<file path="config.mk">
export PLATFORM = sky130hd
export DESIGN_NAME = rs232_send_stream
export DESIGN_NICKNAME = d
export VERILOG_FILES = /design/src/rtl/rs232_pkg.sv /design/src/rtl/rs232_bit_timer.sv /design/src/rtl/rs232_send_stream.sv
export SDC_FILE = /design/constraint.sdc
export NUM_CORES = 1
export LEC_CHECK = 0
export CORE_MARGIN = 2
export CORE_UTILIZATION = 59
export DETAILED_ROUTE_END_ITERATION = 6
export PLACE_DENSITY = 0.84
export SYNTH_ARGS = -nofsm -noshare
export SYNTH_HDL_FRONTEND = slang
export SYNTH_HIERARCHICAL = 1
export SYNTH_SLANG_ARGS = --single-unit
</file>
<file path="constraint.sdc">
create_clock -name clock -period 4.5 [get_ports clock]
set_input_delay 0.45 -clock clock [delete_from_list [all_inputs] [get_ports clock]]
set_output_delay 0.45 -clock clock [all_outputs]
set_load 0.005 [all_outputs]
</file>
<file path="src/rtl/rs232_pkg.sv">
// Shared definitions for the RS232 stream transmitter and its receiver counterpart.
package rs232_pkg;

    localparam int PARITY_NONE = 0;
    localparam int PARITY_ODD  = 1;
    localparam int PARITY_EVEN = 2;

    typedef enum logic [2:0] {
        ST_IDLE,
        ST_START,
        ST_DATA,
        ST_PARITY,
        ST_STOP
    } frame_state_t;

    function automatic int frame_bits(input int data_bits, input int parity, input int stop_bits);
        return 1 + data_bits + ((parity != PARITY_NONE) ? 1 : 0) + stop_bits;
    endfunction

endpackage

</file>
<file path="src/rtl/rs232_bit_timer.sv">
// Drift-free bit timer: bit k ends at floor((k*CLOCK_FREQ + BAUD_RATE/2) / BAUD_RATE) cycles after start.
// tick is high in the last cycle of each bit, so registered outputs change exactly on the boundary.
module rs232_bit_timer #(
    parameter int CLOCK_FREQ = 133000000,
    parameter int BAUD_RATE  = 115200
) (
    input  logic clock,
    input  logic reset,
    input  logic start,
    output logic tick
);

    localparam int Q  = CLOCK_FREQ / BAUD_RATE;
    localparam int R  = CLOCK_FREQ % BAUD_RATE;
    localparam int CW = $clog2(Q + 1);
    localparam int RW = $clog2(BAUD_RATE) + 1;

    localparam logic [CW-1:0] LAST_SHORT = CW'(Q - 1);
    localparam logic [CW-1:0] LAST_LONG  = CW'(Q);
    localparam logic [CW-1:0] CNT_ONE    = CW'(1);
    localparam logic [RW-1:0] REM_INC    = RW'(R);
    localparam logic [RW-1:0] REM_MOD    = RW'(BAUD_RATE);
    localparam logic [RW-1:0] REM_INIT   = RW'(BAUD_RATE / 2);

    logic [CW-1:0] cnt_q, cnt_d;
    logic [RW-1:0] rem_q, rem_d;
    logic [RW-1:0] rem_sum;
    logic          carry;

    // A bit lasts Q cycles, plus one whenever the fractional remainder overflows.
    always_comb begin
        rem_sum = rem_q + REM_INC;
        carry   = (rem_sum >= REM_MOD);
        tick    = (cnt_q == (carry ? LAST_LONG : LAST_SHORT));
        cnt_d   = cnt_q + CNT_ONE;
        rem_d   = rem_q;
        if (start) begin
            cnt_d = '0;
            rem_d = REM_INIT;
        end else if (tick) begin
            cnt_d = '0;
            rem_d = carry ? (rem_sum - REM_MOD) : rem_sum;
        end
    end

    always_ff @(posedge clock) begin
        if (reset) begin
            cnt_q <= '0;
            rem_q <= REM_INIT;
        end else begin
            cnt_q <= cnt_d;
            rem_q <= rem_d;
        end
    end

endmodule

</file>
<file path="src/rtl/rs232_send_stream.sv">
// Stream-to-RS232 transmitter: valid/ready byte input, LSB-first framing with optional
// parity and 1-2 stop bits, gated by the host's active-low RTS.
module rs232_send_stream
    import rs232_pkg::*;
#(
    parameter int CLOCK_FREQ = 133000000,
    parameter int BAUD_RATE  = 115200,
    parameter int DATA_BITS  = 8,
    parameter int PARITY     = 0,
    parameter int STOP_BITS  = 1
) (
    input  logic       clock,
    input  logic       reset,
    input  logic [7:0] idata,
    input  logic       ivalid,
    output logic       iready,
    output logic       busy,
    output logic       rxd_pin,
    input  logic       rtsn_pin
);

    localparam int FRAME = frame_bits(DATA_BITS, PARITY, STOP_BITS);
    localparam int CNT_W = $clog2(FRAME);

    localparam logic [CNT_W-1:0] DATA_LAST = CNT_W'(DATA_BITS - 1);
    localparam logic [CNT_W-1:0] STOP_LAST = CNT_W'(STOP_BITS - 1);
    localparam logic [CNT_W-1:0] CNT_ONE   = CNT_W'(1);
    localparam logic             PAR_INV   = (PARITY == PARITY_ODD);
    localparam logic             HAS_PAR   = (PARITY != PARITY_NONE);

    frame_state_t         state_q, state_d;
    logic                 rts_meta_q, rts_sync_q;
    logic [DATA_BITS-1:0] shift_q;
    logic                 par_q;
    logic [CNT_W-1:0]     bit_cnt_q;
    logic                 rxd_q, rxd_d;
    logic                 tick;
    logic                 accept;
    logic                 unused_idata;

    // Bits of idata above DATA_BITS are intentionally ignored.
    assign unused_idata = ^idata;
    assign accept       = ivalid && iready;
    assign rxd_pin      = rxd_q;

    always_ff @(posedge clock) begin
        if (reset) begin
            rts_meta_q <= 1'b1;
            rts_sync_q <= 1'b1;
        end else begin
            rts_meta_q <= rtsn_pin;
            rts_sync_q <= rts_meta_q;
        end
    end

    rs232_bit_timer #(
        .CLOCK_FREQ(CLOCK_FREQ),
        .BAUD_RATE (BAUD_RATE)
    ) u_timer (
        .clock(clock),
        .reset(reset),
        .start(accept),
        .tick (tick)
    );

    always_ff @(posedge clock) begin
        if (reset) begin
            state_q <= ST_IDLE;
        end else begin
            state_q <= state_d;
        end
    end

    always_comb begin
        state_d = state_q;
        unique case (state_q)
            ST_IDLE:   if (accept) state_d = ST_START;
            ST_START:  if (tick) state_d = ST_DATA;
            ST_DATA:   if (tick && bit_cnt_q == DATA_LAST) state_d = HAS_PAR ? ST_PARITY : ST_STOP;
            ST_PARITY: if (tick) state_d = ST_STOP;
            ST_STOP:   if (tick && bit_cnt_q == STOP_LAST) state_d = ST_IDLE;
            default:   state_d = ST_IDLE;
        endcase
    end

    always_comb begin
        iready = (state_q == ST_IDLE) && !rts_sync_q && !reset;
        busy   = (state_q != ST_IDLE);
    end

    // Line level for the bit that starts at the next boundary.
    always_comb begin
        case (state_d)
            ST_START:  rxd_d = 1'b0;
            ST_DATA:   rxd_d = shift_q[0];
            ST_PARITY: rxd_d = par_q;
            default:   rxd_d = 1'b1;
        endcase
    end

    always_ff @(posedge clock) begin
        if (reset) begin
            rxd_q     <= 1'b1;
            bit_cnt_q <= '0;
        end else begin
            if (state_q == ST_IDLE || tick) rxd_q <= rxd_d;
            if (state_d != state_q) begin
                bit_cnt_q <= '0;
            end else if (tick && busy) begin
                bit_cnt_q <= bit_cnt_q + CNT_ONE;
            end
        end
    end

    always_ff @(posedge clock) begin
        if (accept) begin
            shift_q <= idata[DATA_BITS-1:0];
            par_q   <= (^idata[DATA_BITS-1:0]) ^ PAR_INV;
        end else if (tick && state_d == ST_DATA) begin
            shift_q <= shift_q >> 1;
        end
    end

endmodule

</file>
# Yosys cells after proc, flatten, opt, wreduce, memory -nomap -nowiden
# Index checks and enable logic that the tools add are counted.
word_totals:
  regBits: 48
  latch_bits: 0
  mem_bits_rw: 0
  rom_bits: 0
  input_bits: 12
  out_inout_bits: 3
  word_cells: 53
  memories: 0
op_classes:
  add_sub_neg: 4
  multipliers: 0
  div_mod_pow: 0
  magnitude_cmp: 1
  n_eq_ne: 10
  n_shift: 0
  n_mux: 11
  bitwise: 0
  reduce_logical: 18
op_table:
  columns: ["op", "n"]
  rows:
  - ["$add 18x16->18 const B", 1]
  - ["$ge 18x17->1 const B", 1]
  - ["$mux 18", 1]
  - ["$sub 18x17->18 const B", 1]
  - ["$mux 8", 2]
  - ["$mux 3", 5]
  - ["$pmux 3 s5", 1]
  - ["$eq 3x2->1 const B", 4]
  - ["$add 11x1->11 const B", 1]
  - ["$eq 11x11->1", 1]
  - ["$reduce_xor 8->1", 1]
  - ["$logic_and 1x1->1", 7]
  - ["$eq 3x1->1 const B", 2]
  - ["$add 4x1->4 const B", 1]
  - ["$eq 4x3->1 const B", 1]
  - ["$logic_not 4->1", 1]
  - ["$reduce_or 2->1", 2]
  - ["$eq 3x3->1 const B", 1]
  - ["$logic_not 3->1", 1]
  - ["$ne 3x3->1", 1]
  - ["$pmux 1 s3", 1]
  - ["$reduce_bool 3->1", 1]
  - ["$reduce_or 3->1", 1]
  - ["$logic_not 1->1", 2]
  - ["3 further kinds", 3]

# Depth between registers and ports, before layout
# Gate-level depths: netlist of the first run.
logic_depth:
  depth_word: 11
  ltp_mapped: 14
  depth_no_buf: 11

# Cells and area by module
# The synthesis of the first run kept the hierarchy.
by_module_without_submodules:
  columns: ["mod", "n_inst", "cells_each", "area_per_inst_um2", "seq_area_each_um2"]
  rows:
  - ["rs232_bit_timer", 1, 190, 1539.0, 460.4]
  - ["rs232_send_stream", 1, 88, 963.4, 440.4]

# Worst setup path before layout of the first run
# Ideal clock, no wire load.
synth_timing:
  path_type: "register to register"
  startpoint: "register u_timer.rem_q[6]"
  endpoint: "register shift_q[0] (enable)"
  setup_ns: 0.384
  arrival_time_ns: 3.263
  required_ns: 4.116
  setup_slack_ns: 0.853
  path_stages_with_launch: 13
  path_buffers: 3
  period_less_slack_ns: 3.647
  path_cell_list: "dfxtp_1 ha_1 clkbuf_1 or4_4 a31oi_4 xnor2_1 a221o_1 a21oi_1 o2111a_2 buf_6 buf_2 nand2_1 o21ai_0"
synth_via:
  elab_chain_cells: 10
  word_cells_on_any_way: 14
  classes_between: "add/sub (1); order compare (1); eq/ne (2); mux (6); reduce/logical (4)"
synth_rtl:
  columns: ["element", "line", "source"]
  rows:
  - ["start: declaration", "rs232_bit_timer.sv:26", "logic [RW-1:0] rem_q, rem_d;"]
  - ["start signal: assignment", "rs232_bit_timer.sv:52", "rem_q <= rem_d;"]
  - ["$add 18x16->18 *", "rs232_bit_timer.sv:32", "rem_sum = rem_q + REM_INC;"]
  - ["$ge 18x17->1 *", "rs232_bit_timer.sv:33", "carry = (rem_sum >= REM_MOD);"]
  - ["$mux 2 *", "rs232_bit_timer.sv:34", "tick = (cnt_q == (carry ? LAST_LONG : LAST_SHORT));"]
  - ["$eq 11x11->1 *", "rs232_bit_timer.sv:34", null]
  - ["via tick", "rs232_send_stream.sv:37", "logic tick;"]
  - ["$logic_and 1x1->1, on equally long branches", "rs232_send_stream.sv:81, rs232_send_stream.sv:79", null]
  - ["$mux 3, on equally long branches", "rs232_send_stream.sv:81, rs232_send_stream.sv:79", null]
  - ["$pmux 3 s5", "rs232_send_stream.sv:76", "unique case (state_q)"]
  - ["$eq 3x2->1", "rs232_send_stream.sv:119", "end else if (tick && state_d == ST_DATA) begin"]
  - ["$logic_and 1x1->1 *", "rs232_send_stream.sv:119", null]
  - ["$reduce_bool 2->1 (no source line) *", null, null]
  - ["end signal: assignment", "rs232_send_stream.sv:117", "shift_q <= idata[DATA_BITS-1:0];"]
  - ["end signal: assignment", "rs232_send_stream.sv:120", "shift_q <= shift_q >> 1;"]
  - ["end: declaration", "rs232_send_stream.sv:33", "logic [DATA_BITS-1:0] shift_q;"]
# The timed path passes the listed nets; every way through them passes the cells marked *.
# A chain may end at the register's enable or synchronous reset.

# Worst setup path in the final report of the first run
layout_timing:
  startpoint: "register u_timer.rem_q[6]"
  endpoint: "register bit_cnt_q[1]"
layout_via:
  elab_chain_cells: 9
  word_cells_on_any_way: 14
  classes_between: "add/sub (1); order compare (1); eq/ne (2); mux (6); reduce/logical (4)"
layout_rtl:
  columns: ["element", "line", "source"]
  rows:
  - ["$add 18x16->18 *", "rs232_bit_timer.sv:32", null]
  - ["$ge 18x17->1 *", "rs232_bit_timer.sv:33", null]
  - ["$mux 2 *", "rs232_bit_timer.sv:34", null]
  - ["$eq 11x11->1 *", "rs232_bit_timer.sv:34", null]
  - ["via tick", "rs232_send_stream.sv:37", null]
  - ["$logic_and 1x1->1, on equally long branches", "rs232_send_stream.sv:81, rs232_send_stream.sv:79", null]
  - ["$mux 3, on equally long branches", "rs232_send_stream.sv:81, rs232_send_stream.sv:79", null]
  - ["$pmux 3 s5", "rs232_send_stream.sv:76", null]
  - ["$ne 3x3->1", "rs232_send_stream.sv:107", "if (state_d != state_q) begin"]
  - ["$reduce_or 2->1 (no source line)", null, null]
  - ["end signal: assignment", "rs232_send_stream.sv:110", "bit_cnt_q <= bit_cnt_q + CNT_ONE;"]
  - ["end: declaration", "rs232_send_stream.sv:35", "logic [CNT_W-1:0] bit_cnt_q;"]
# Marks and branches as above.

==> impl_metrics.ini, run 1 <==
[synthesis]
yosys.area.top_type = dfxtp_1
syn-num-nets = 296
synth_cell_types = 67
ys_seq_area_share_pct = 36.0
synth_top_area_share_pct = 26.4
synth-simple-area-share_pct = 24.8
synth-seq-cells = 41
synth_area_per_cell_um2 = 9.00
synth_top_family_by_area = simple AND/OR/NAND/NOR gates
synth-adder-area-share_pct = 3.00
netlist_top_cells_count = 33 x dfxtp_1, 30 x nor2_1, 15 x nand2_1, 15 x nand3_1, 14 x xnor2_1
synth_warnings = 6
async_reset_ff_share_pct = 0
synth_xor_area_share_pct = 7.70
synthMuxAreaShare_pct = 5.90
syn_inst = 278
netlist_area_um2 = 2500
synth_edf_count = 8
synth.area.top_cells = dfxtp_1 26%, edfxtp_1 9.6%, xnor2_1 4.9%
synth.most_common_cell = dfxtp_1
synthFlopType = dfxtp_1
synth_compound_area_share_pct = 16.1

[global_routing]
grt_usage_pct = 21.9
grt_max_degree = 25
grt_pass1_wl_um = 8700
grt_overflow_total = 0
antenna_found_initial = 0
grt_pass1_vias = 1938

[cells_and_area]
nets = 303
finish.utilization_pct = 67.0
register_area_um2 = 901
areaGrowthSynthToFinish_pct = 7.95
multiInputGateArea_um2 = 1440
fill_cells = 331
layout-drive-gt1-share_pct = 11.2
final_cells = 336
antenna_cells = 0

[die]
dieWidth_um = 69.1
die_area_um2 = 4780
die_h_um = 69.1
io_pins = 15
core_um2 = 4030
initial_core_util_pct = 62.1
rows = 23

[critical_path]
r2r_setup_slack_ns = 1.02
crit_start = u_timer/rem_q[6]
path_common_cell = o21ai_0
crit_cells = 11
slowest_stage = nor4_1
max_stage_delay_ns = 0.55
worstSetupStartpointType = flop
critPathBufInv = 0
crit_fanout = 12
worstPathRequired_ns = 4.68
cp.arrival_ns = 3.66
worstRegToRegCells = 11
cp_top_family = compound AO/OA/AOI/OAI gates
end_kind = flop
cp-endpoint = bit_cnt_q[1]
r2r_end = bit_cnt_q[1]
critPathKind = flop to flop
path_cells = ha_1 > nor4_1 > o21ai_0 > a21o_1 > a221o_1 > a21oi_1 > o2111a_2 > and4bb_2 > o21ai_0 > a22oi_1 > nor3_1
timing.rr.start = u_timer/rem_q[6]

[drt]
wl_um = 4950
wl_per_cell_um = 14.7
drtIter0Drc = 263
vias_per_cell = 6.09
drc = 0
final_antenna_net_count = 0
dr.pass1.iters = 4
num_vias = 2047

[clocking]
cts_buffers = 5
cts_hold_buf = 0
clockRootBuffer = clkbuf_8
cts.sinks = 41
post-cts-setup-buffers = 0
cts_tree = built
cts_resized = 0
clkLatencyLatePin_ns = 0.30
cts_buffer_depth = 2
htreeDepth = 2
clk_pin_slew_ns = 0.08

[sta]
setup_violations = 0
tightestPinTransition_ns = 0.686
rsz0062_at_grt = false
fmax_mhz = 287
tns_ns = 0
finalCritPeriodShare_pct = 77.4
min_period_ns = 3.48
worst_clock_skew_ns = 0.0107
final-hold-violation-count = 0
max-slew-margin-rel_pct = 53.9
report.final.slew_viol_count = 0

[pwr]
p_leak_nw = 0.945
p_per_area_nw_per_um2 = 246
p_total_mw = 0.664
ir_drop_mv = 0.282

[job]
drv_cap = 0

[min_path]
min_path_type = flop to flop

[placed_design]
hpwl_um = 3420
place_congestion = 0.896
dp_cells = 328
port_buffers = 14

[run_status]
status = finished, final reports clean
==> registers in the layout, summed over array words and instances, names as in the netlist <==
| name | cells |
|---|---|
| u_timer/rem_q | 12 |
| rts_sync_q | 1 |
| bit_cnt_q | 4 |
| rxd_pin | 1 |
| u_timer/cnt_q | 11 |
| rts_meta_q | 1 |
| state_q | 3 |
| shift_q | 8 |
==> routing by layer <==
metal,GRT usage (%),share of wire [%],up-vias
met5,0,0,-
met4,7.63,1.7,0
met3,6.14,5.6,10
met2,34.8,48,68
met1,28.5,45,957
li1,-,-,1012
==> layout by cell type (no fill, tap or decap), types with 10 or more instances in the layout <==
master | netlist | routed
a21oi_1 | 12 | 12
clkdlybuf4s50_1 | 0 | 14
dfxtp_1 | 33 | 33
inv_1 | 12 | 12
nand2_1 | 15 | 15
nand3_1 | 15 | 15
nor2_1 | 30 | 30
nor3_1 | 13 | 13
o21ai_0 | 10 | 10
xnor2_1 | 14 | 14
==> metrics by stage <==
step | hold WS (ns) | setup slack (ns) | instance area [um2]
detailed placement | 0.397 | 1.15 | 2610
global placement | 0.393 | 1.26 | 2610
global route | 0.429 | 0.775 | 2700
floorplan | 0.389 | 0.853 | 2500
CTS | 0.415 | 1.10 | 2700
finish | 0.417 | 1.02 | 2700
==> cell type report <==
cell class              count  share of cell area [%]
clock buffers               7                    3.20
flip-flops and latches     41                    33.3
repair buffers             17                    6.02
clock inverters             1                   0.278
inverters                  12                    1.67
multi-input cells         208                    53.2
well taps                  50                    2.32
==> how the worst min path moves through the flow <==
stage	startpoint	slack, ns	depth (start not counted)	end
4_1_cts	rts_meta_q	0.42	1	rts_sync_q
6_report	rts_meta_q	0.42	1	rts_sync_q
3_3_place_gp	rts_meta_q	0.39	1	rts_sync_q
5_1_grt	rts_meta_q	0.43	1	rts_sync_q
2_1_floorplan	rts_meta_q	0.39	1	rts_sync_q
3_5_place_dp	rts_meta_q	0.40	1	rts_sync_q
==> report_power, final <==
group          total, mW  internal, mW  switching [mW]
clock              0.250         0.125           0.125
combinational     0.0320        0.0181          0.0139
sequential         0.382         0.377         0.00471
total              0.664         0.520           0.144
==> kinds of logic (layout without fill, tap and decap cells) <==
family,Yosys count,count (layout)
adders and majority gates,6,6
xor gates and xnor gates,22,22
AOI/OAI and AO/OA,55,55
DFF,41,41
buffers and inverters,29,37
and+or+nand+nor,113,113
muxes,12,12
No activity file was read; power rests on OpenSTA's default activity.
==> run 2, diff against run 1 <==
Clock period 4.5 ns to 3.3 ns, I/O delays scaled along.
==> run 2 against run 1 <==
Maximum frequency is 10% higher. Utilization is 3.1 points higher. First-iteration DRC count is 42% lower. Worst hold slack better by 0.0035 ns. Power is 50% higher. Combinational power is 42% higher. Sequential cell count stayed put. Sequential power is 36% higher. Clock-buffer cell count stayed put. Via count is 0.20% higher. Register-to-register slack worse by 0.88 ns. Routed wire length is 1.8% higher. Critical path type unchanged.
==> impl_metrics.ini, run 2 (same netlist as run 1, synthesis figures left out) <==
[die]
core_um2 = 4030
initial_core_util_pct = 62.1
dieWidth_um = 69.1
die_area_um2 = 4780
io_pins = 15
die_h_um = 69.1
rows = 23

[global_routing]
grt_overflow_total = 0
grt_max_degree = 24
antenna_found_initial = 0
grt_pass1_wl_um = 8580
grt_pass1_vias = 1908
grt_usage_pct = 21.8

[critical_path]
r2r_setup_slack_ns = 0.13
crit_start = u_timer/rem_q[7]
r2r_end = bit_cnt_q[0]
cp.arrival_ns = 3.39
slowest_stage = or4_4
path_cells = ha_2 > or4_4 > a31oi_4 > xnor2_1 > a221o_1 > and4b_1 > o2111a_2 > and4bb_2 > o21ai_0 > a22oi_2 > nor3_1
worstSetupStartpointType = flop
cp-endpoint = bit_cnt_q[0]
end_kind = flop
critPathKind = flop to flop
max_stage_delay_ns = 0.46
crit_fanout = 10
critPathBufInv = 0
cp_top_family = compound AO/OA/AOI/OAI gates
timing.rr.start = u_timer/rem_q[7]
worstPathRequired_ns = 3.52
worstRegToRegCells = 11
crit_cells = 11

[sta]
tns_ns = 0
final-hold-violation-count = 0
fmax_mhz = 316
tightestPinTransition_ns = 0.564
final.setup.worst_slack_ns = 0.133
finalCritPeriodShare_pct = 96.0
report.final.slew_viol_count = 0
min_period_ns = 3.17
fin_hold_ws_ns = 0.421
worst_clock_skew_ns = 0.00227
setup_violations = 0
max-slew-margin-rel_pct = 61.4

[cells_and_area]
layout-drive-gt1-share_pct = 16.3
final_common_cell = dfxtp_1
final_cells = 345
top_register = u_timer/rem_q
areaGrowthSynthToFinish_pct = 12.9
fill_cells = 301
largest_register_ffs = 12
finish.instance_area_um2 = 2830
finish.utilization_pct = 70.2
nets = 312
antenna_cells = 0
most-common-layout-cells = 32 x dfxtp_1, 30 x nor2_1, 15 x nand2_1, 15 x nand3_1
biggestRegsByFlops = u_timer/rem_q: 12 flops, u_timer/cnt_q: 11 flops, shift_q: 8 flops

[drt]
vias_per_cell = 5.94
drc = 0
final_antenna_net_count = 0
wl_um = 5040
num_vias = 2051
wl_per_cell_um = 14.6
drtIter0Drc = 152
dr.pass1.iters = 4

[clocking]
clk_pin_slew_ns = 0.08
cts_tree = built
clkLatencyLatePin_ns = 0.29
htreeDepth = 2
cts_hold_buf = 0
cts_buffer_depth = 2
clockRootBuffer = clkbuf_8
cts_buffers = 5
cts.sinks = 41

[job]
drv_cap = 0

[placed_design]
place_area_um2 = 2680
place_congestion = 0.829
place_ws_ns = 0.141
port_buffers = 14
hpwl_um = 3560
dp_cells = 337

[min_path]
min_path_type = flop to flop

[pwr]
ir_drop_mv = 0.329
p_per_area_nw_per_um2 = 353
p_total_mw = 0.997
p_leak_nw = 1.01

[run_status]
status = finished, final reports clean
==> run 2: layout make-up <==
class	instances	area, um2	share of cell area (%)
sequential	41	902	31.9
clock buffer	7	119	4.21
clock inverter	1	8.76	0.310
timing repair buffer	26	230	8.15
tap	50	62.6	2.21
multi-input combinational	208	1460	51.6
inverter	12	45.0	1.59
==> run 2: metal layers <==
metal	vias to the layer above	part of all wire, %	global-route usage (%)
li1	1037	-	-
met1	975	46	29.0
met3	10	2.8	4.09
met2	29	49	35.6
met5	-	0	0
met4	0	1.8	7.19
==> run 2: worst min path at each step <==
stage | from | to | depth (start not counted)
finish | rts_meta_q | rts_sync_q | 1
global route | rts_meta_q | rts_sync_q | 1
CTS | rts_meta_q | rts_sync_q | 1
detailed placement | rts_meta_q | rts_sync_q | 1
global placement | rts_meta_q | rts_sync_q | 1
floorplan | rts_meta_q | rts_sync_q | 1
==> run 2: repair_timing <==
action	4_1_cts	5_1_grt
gates resized for setup	0	6
setup endpoints to repair	0	14
setup buffers	0	0
==> run 2: power breakdown <==
group | switching (mW) | total, mW | internal (mW)
clock | 0.186 | 0.430 | 0.244
combinational | 0.0199 | 0.0455 | 0.0256
sequential | 0.00643 | 0.521 | 0.515
total | 0.213 | 0.997 | 0.784
